==> config.mk <==
export PLATFORM = sky130hd
export DESIGN_NAME = lavanderia_param
export DESIGN_NICKNAME = d
export VERILOG_FILES = /design/src/rtl/lavanderia_param.sv
export SDC_FILE = /design/constraint.sdc
export NUM_CORES = 1
export LEC_CHECK = 0
export ABC_AREA = 1
export CORE_MARGIN = 5
export CORE_UTILIZATION = 29
export CTS_CLUSTER_SIZE = 16
export DETAILED_ROUTE_END_ITERATION = 7
export RECOVER_POWER = 25
export REMOVE_ABC_BUFFERS = 1
export SKIP_CTS_REPAIR_TIMING = 1
export SYNTH_ARGS = -nofsm -noshare
export SYNTH_HDL_FRONTEND = slang
export SYNTH_SLANG_ARGS = --single-unit
==> constraint.sdc <==
create_clock -name clk -period 5.27 [get_ports clk]
set_input_delay 0.7905 -clock clk [delete_from_list [all_inputs] [get_ports clk]]
set_output_delay 0.7905 -clock clk [all_outputs]
set_load 0.02 [all_outputs]
==> src/rtl/lavanderia_param.sv <==
// Coin-operated laundry controller: counts coins, starts SECADO/LAVADO/LAVADO_PESADO
// by price, times the service and returns coins. Define LAVANDERIA_CAMBIO_EN for change-giving.
module lavanderia_param #(
    parameter int CNT_W    = 4,
    parameter int P_SECADO = 3,
    parameter int P_LAVADO = 4,
    parameter int P_PESADO = 9,
    parameter int TIMER_W  = 8,
    parameter int T_SECADO = 8,
    parameter int T_LAVADO = 10,
    parameter int T_PESADO = 16
) (
    input  logic             clk,
    input  logic             rst,
    input  logic             intro_moneda,
    input  logic             finalizar_pago,
    input  logic             cancelar,
    output logic             SECADO,
    output logic             LAVADO,
    output logic             LAVADO_PESADO,
    output logic             insuficiente,
    output logic             devolver_moneda,
    output logic [CNT_W-1:0] credito,
    output logic             ocupado
);

    localparam logic [1:0] S_IDLE       = 2'd0;
    localparam logic [1:0] S_COBRO      = 2'd1;
    localparam logic [1:0] S_SERVICIO   = 2'd2;
    localparam logic [1:0] S_DEVOLUCION = 2'd3;

    localparam logic [2:0] SV_NONE = 3'b000;
    localparam logic [2:0] SV_SEC  = 3'b001;
    localparam logic [2:0] SV_LAV  = 3'b010;
    localparam logic [2:0] SV_PES  = 3'b100;

    localparam logic [CNT_W-1:0] CRED_MAX = {CNT_W{1'b1}};
    localparam logic [CNT_W-1:0] PR_SEC   = CNT_W'(P_SECADO);
    localparam logic [CNT_W-1:0] PR_LAV   = CNT_W'(P_LAVADO);
    localparam logic [CNT_W-1:0] PR_PES   = CNT_W'(P_PESADO);

    logic [1:0]         state;
    logic               coin_p0;
    logic               edge_p1;
    logic [CNT_W-1:0]   cred;
    logic [TIMER_W-1:0] timer;
    logic [2:0]         svc;
    logic               dev_q;
    logic               insuf_q;
    logic [CNT_W-1:0]   c_eff;
    logic [2:0]         sel;
`ifdef LAVANDERIA_CAMBIO_EN
    logic [CNT_W-1:0]   change;
`endif

    function automatic logic [CNT_W-1:0] sat_inc(input logic [CNT_W-1:0] v, input logic inc);
        return (inc && v != CRED_MAX) ? v + CNT_W'(1) : v;
    endfunction

    // Equal prices resolve toward the heavier service (later test wins ties).
    function automatic logic [2:0] pick_svc(input logic [CNT_W-1:0] c);
        logic [2:0] s;
`ifdef LAVANDERIA_CAMBIO_EN
        logic [CNT_W-1:0] best;
        s    = SV_NONE;
        best = '0;
        if (PR_SEC <= c) begin s = SV_SEC; best = PR_SEC; end
        if (PR_LAV <= c && (s == SV_NONE || PR_LAV >= best)) begin s = SV_LAV; best = PR_LAV; end
        if (PR_PES <= c && (s == SV_NONE || PR_PES >= best)) begin s = SV_PES; best = PR_PES; end
`else
        if (c == PR_PES)      s = SV_PES;
        else if (c == PR_LAV) s = SV_LAV;
        else if (c == PR_SEC) s = SV_SEC;
        else                  s = SV_NONE;
`endif
        return s;
    endfunction

`ifdef LAVANDERIA_CAMBIO_EN
    function automatic logic [CNT_W-1:0] price_of(input logic [2:0] s);
        return s[2] ? PR_PES : (s[1] ? PR_LAV : PR_SEC);
    endfunction
`endif

    function automatic logic [TIMER_W-1:0] time_of(input logic [2:0] s);
        return s[2] ? TIMER_W'(T_PESADO) : (s[1] ? TIMER_W'(T_LAVADO) : TIMER_W'(T_SECADO));
    endfunction

    assign c_eff = sat_inc(cred, edge_p1);
    assign sel   = pick_svc(c_eff);

    always_ff @(posedge clk) begin
        if (rst) begin
            state   <= S_IDLE;
            coin_p0 <= 1'b1;
            edge_p1 <= 1'b0;
            cred    <= '0;
            timer   <= '0;
            svc     <= SV_NONE;
            dev_q   <= 1'b0;
            insuf_q <= 1'b0;
`ifdef LAVANDERIA_CAMBIO_EN
            change  <= '0;
`endif
        end else begin
            // stage p0 -> p1: sensor sample and rising-edge detect
            coin_p0 <= intro_moneda;
            edge_p1 <= intro_moneda & ~coin_p0;
            insuf_q <= 1'b0;
            // stage p1 -> state: edge applied to credit, FSM step
            case (state)
                S_IDLE: begin
                    dev_q <= 1'b0;
                    if (edge_p1) begin
                        cred  <= c_eff;
                        state <= S_COBRO;
                    end
                end
                S_COBRO: begin
                    if (cancelar) begin
                        cred  <= c_eff;
                        dev_q <= 1'b1;
                        state <= S_DEVOLUCION;
                    end else if (finalizar_pago) begin
                        if (sel != SV_NONE) begin
                            svc    <= sel;
                            timer  <= time_of(sel);
                            cred   <= '0;
`ifdef LAVANDERIA_CAMBIO_EN
                            change <= c_eff - price_of(sel);
`endif
                            state  <= S_SERVICIO;
                        end else begin
                            insuf_q <= 1'b1;
                            cred    <= c_eff;
                            dev_q   <= 1'b1;
                            state   <= S_DEVOLUCION;
                        end
                    end else begin
                        cred <= c_eff;
                    end
                end
                S_SERVICIO: begin
                    timer <= timer - TIMER_W'(1);
                    if (timer <= TIMER_W'(1)) begin
                        svc <= SV_NONE;
`ifdef LAVANDERIA_CAMBIO_EN
                        if (change != '0) begin
                            cred  <= change;
                            dev_q <= 1'b1;
                            state <= S_DEVOLUCION;
                        end else begin
                            state <= S_IDLE;
                        end
`else
                        state <= S_IDLE;
`endif
                    end
                end
                S_DEVOLUCION: begin
                    if (dev_q) begin
                        dev_q <= 1'b0;
                        cred  <= cred - CNT_W'(1);
                        if (cred <= CNT_W'(1))
                            state <= S_IDLE;
                    end else begin
                        dev_q <= 1'b1;
                    end
                end
                default: state <= S_IDLE;
            endcase
        end
    end

    assign SECADO          = svc[0];
    assign LAVADO          = svc[1];
    assign LAVADO_PESADO   = svc[2];
    assign insuficiente    = insuf_q;
    assign devolver_moneda = dev_q;
    assign credito         = cred;
    assign ocupado         = (state == S_SERVICIO) || (state == S_DEVOLUCION);

endmodule

# Word-level counts from Yosys, hierarchy flattened
# Cells that the tools add are included.
# W data, S select, Z words.
totals:
  ff_bits: 21
  in_bits: 5
  output_inout_bits: 10
  wordCells: 80
op_classes:
  add_sub_neg: 3
  n_lt_le_gt_ge: 2
  eq_ne: 16
  muxes: 35
  bitwise: 4
  reduce_logical: 12
op_table:
  columns: ["op", "count"]
  rows:
  - ["$mux W4", 6]
  - ["$mux W8", 3]
  - ["$mux W2", 8]
  - ["$pmux W8 S2", 1]
  - ["$mux W3", 5]
  - ["$ne A2 B2 Y1 const B", 7]
  - ["$pmux W4 S3", 1]
  - ["$reduce_and A5 Y1", 2]
  - ["$le A8 B1 Y1 const B", 1]
  - ["$pmux W2 S4", 1]
  - ["$sub A8 B1 Y8 const B", 1]
  - ["$mux W1", 7]
  - ["$ne A3 B3 Y1 const B", 2]
  - ["$pmux W3 S2", 1]
  - ["$reduce_and A3 Y1", 2]
  - ["$reduce_bool A3 Y1", 2]
  - ["$mux W5", 1]
  - ["$add A4 B1 Y4 const B", 1]
  - ["$eq A2 B2 Y1 const B", 2]
  - ["$eq A4 B2 Y1 const B", 1]
  - ["$eq A4 B3 Y1 const B", 1]
  - ["$eq A4 B4 Y1 const B", 1]
  - ["$le A4 B1 Y1 const B", 1]
  - ["$ne A4 B4 Y1 const B", 1]
  - ["other kinds (11)", 13]

# Logic depth before layout (Yosys ltp)
depth:
  depth_word: 13
  ltp_mapped: 13
  ltp_nobuf: 13

# Worst setup path before layout
# OpenSTA, ideal clock, no wires.
synth_timing:
  path_type: "register to register"
  start: "register cred[0], in the netlist credito[0]"
  end: "register svc[0]"
  setup_time_ps: 67
  arrival_time_ps: 1953
  required_ps: 5203
  setup_slack_ps: 3250
  stages_incl_launch_ff: 11
  n_path_buf: 0
  period_less_slack_ps: 2020
  cell_sequence: "dfxtp_1 inv_1 ha_1 nand3_1 nand2_2 nor2_1 nand3_1 nand3_2 nand3_4 or2_1 a21oi_2"
synth_via:
  elab_chain_len: 11
  elab_cells_between_ends: 17
  cone_classes: "add/sub: 1; eq/ne: 5; mux: 8; reduce/logical: 3"
synth_rtl:
  columns: ["item", "line_no", "source"]
  rows:
  - ["start: declaration", "45", "logic [CNT_W-1:0] cred;"]
  - ["start signal: assignment", "163", "cred <= cred - CNT_W'(1);"]
  - ["parallel branches: the longest is 2 deep, another holds $add A4 B1 Y4", null, null]
  - ["$mux W4 *", "57", "return (inc && v != CRED_MAX) ? v + CNT_W'(1) : v;"]
  - ["$eq A4 B2 Y1", "73", "else if (c == PR_SEC) s = SV_SEC;"]
  - ["$mux W1", "73", null]
  - ["$mux W2", "72", "else if (c == PR_LAV) s = SV_LAV;"]
  - ["$mux W3 *", "71", "if (c == PR_PES) s = SV_PES;"]
  - ["$mux W3", "125", "if (sel != SV_NONE) begin"]
  - ["$mux W3", "124", "end else if (finalizar_pago) begin"]
  - ["$mux W3", "120", "if (cancelar) begin"]
  - ["$pmux W3 S2", "111", "case (state)"]
  - ["end signal: assignment", "126", "svc <= sel;"]
  - ["end: declaration", "47", "logic [2:0] svc;"]
# Every way passes the cells marked *. The select of a mux whose other input is x is not followed.
# A chain may end at the register's enable or synchronous reset.

# Worst setup path in the final report
layout_timing:
  start: "register cred[2], in the netlist credito[2]"
  end: "output port credito[2]"
layout_lines:
  columns: ["item", "line_no", "source"]
  rows:
  - ["end: declaration", "23", "output logic [CNT_W-1:0] credito,"]
# No word-level cell between the ends.

==> results.cfg <==
[clocking]
h-tree-depth = 1
root_buffer = clkbuf_8
clk_path_buf_depth = 2
cts_buffers = 3
path_clk_slew_ns = 0.08
tritoncts = yes
cts_num_sinks = 21
clk_latency_ns = 0.26

[detailed_routing]
num_vias = 1282
drt_first_pass_iters = 4
ant_nets = 0
viasPerCell = 4.91
routed_wl_mm = 3.11
dr.first_iter.drc_count = 45
wire_per_inst_um = 11.9
drc = 0

[logic_synthesis]
ys_seq_area_share_pct = 33.0
synth_top_area_share_pct = 33.0
synth_most_common_cell = nand2_1
ys_ff_latch = 21
ys.flop_type = dfxtp_1
ys_async_sr_fraction_pct = 0
syn_area_um2 = 1270
avgSynthCellArea_um2 = 6.53
yosysWarnings = 0
synth_edf_count = 0
yosys.area.top_type = dfxtp_1
yosysUniqueCellTypes = 23
synth_common_cells = nand2_1, inv_1, nor2_1, a21oi_1, dfxtp_1
synth_area_leaders = dfxtp_1, nand2_1, a21oi_1, inv_1, nand3_1
syn_inst = 195

[grt]
grt_pass1_vias = 1305
antenna_found_initial = 0
grt_use_total_pct = 11.7
overflow = 0
grt_max_degree = 14
grt_pass1_wl_mm = 5.80

[cells_and_area]
final_util_pct = 35.1
area_growth_pct = 18.5
insertedDiodeCount = 0
fillCellCount = 492
final_layout_size_suffix_gt1_share_pct = 6.22
fin_nets = 220
stdcell_count = 261

[sta]
hold_viol = 0
setup_viol = 0
slew_headroom_pct = 52.3
whs_ns = 0.416
rsz0062_at_grt = no
fin_skew_ns = 0.00287
min_period_over_period_pct = 42.5
drv_slew = 0
fmax_ghz = 0.446
post-route-min-period_ns = 2.24
setup_tns_ns = 0
worst_pin_slew_ns = 0.713

[critical_path]
cp-start-kind = register
crit_type = register to output port
critPathSlowestCell = clkdlybuf4s50_1
cp_top_family = buffers and inverters
worst_ep_required_time_ns = 4.48
crit_buf_inv = 1
critPathMaxStageDelay_ns = 0.67
path_max_fanout = 9
end_kind = output port
crit_chain = clkdlybuf4s50_1
cp.arrival_ns = 1.45

[power_and_ir_drop]
power_w = 0.000857
ir_drop_v = 0.000189
leakage_nw = 0.650
p_per_area_nw_per_um2 = 568

[outcome]
status = complete, no violations

[place]
io_buffers = 14
dp_hpwl_mm = 2.33
dp.cells = 257
gp_congestion = 0.861

[die]
fp.dieW_um = 76.3
die_y_um = 76.3
core_um2 = 4290
fp-row-count = 24
start_util_pct = 29.7
die_area_um2 = 5820
io_pins = 15

[job]
cap_violations = 0

[hold_path]
worstHoldPathType = register to register
==> registers in the layout, summed over array words and instances, names as in the netlist <==
register,cells
state,2
timer,8
credito,4
edge_p1,1
coin_p0,1
insuficiente,1
devolver_moneda,1
svc,3
==> cell type report <==
type | instances | area (µm²) | area share [%]
tap | 52 | 65.1 | 4.31
clock inverter | 1 | 5.00 | 0.332
clock buffer | 3 | 41.3 | 2.74
multi-input combinational | 144 | 739 | 49.0
sequential | 21 | 420 | 27.9
timing repair buffer | 14 | 140 | 9.29
inverter | 26 | 97.6 | 6.47
==> power breakdown <==
part / switching [W] / internal (W)
registers: 0.0000619 / 0.000207
clock network: 0.0000550 / 0.0000527
logic: 0.000306 / 0.000174
total: 0.000423 / 0.000434
==> kinds of logic (layout without fill, tap and decap cells) <==
kind of cell	count (synthesis)	after routing	synth area share [%]
and+or+nand+nor	96	96	34.7
AOI/OAI and AO/OA	43	43	18.5
buffers and inverters	30	44	8.94
DFF	21	21	33.0
adders and majority gates	5	5	4.91
==> through the flow <==
stage                     setup WS (ns)  cell area, µm²
final                              3.03            1510
after global routing               2.79            1510
after CTS                          3.04            1510
after detailed placement           2.98            1460
after global placement             2.98            1460
after floorplan                    3.25            1260
==> cell usage in the layout (no fill, tap or decap), types with 3 or more instances in the layout <==
cell type / count
o211ai_1: 3
nand3_1: 18
a31oi_1: 3
a21oi_1: 23
inv_1: 26
nand2_1: 39
ha_1: 5
dlygate4sd3_1: 5
clkdlybuf4s50_1: 9
nand4_1: 3
o21ai_0: 11
dfxtp_1: 21
clkbuf_8: 3
nor2_1: 24
==> final timing paths <==
path,endpoint,slack [ns],from,depth (start not counted)
setup / recovery,credito[2],3.03,credito[2]$_SDFFE_PP0P_,1
hold / removal,edge_p1$_SDFF_PP0_,0.42,coin_p0$_SDFF_PP1_,1
setup reg to reg,svc[0]$_SDFFE_PP0P_,3.07,credito[0]$_SDFFE_PP0P_,12
hold reg to reg,edge_p1$_SDFF_PP0_,0.42,coin_p0$_SDFF_PP1_,1
==> layer usage <==
| metal | part of all wire, % | track usage [%] | vias to the layer above |
|---|---|---|---|
| met3 | 2.8 | 1.77 | 2 |
| li1 | - | - | 674 |
| met5 | 0 | 0 | - |
| met1 | 51 | 15.8 | 591 |
| met4 | 1.1 | 4.37 | 0 |
| met2 | 45 | 18.8 | 15 |
Power figures use the tool's default switching activity.
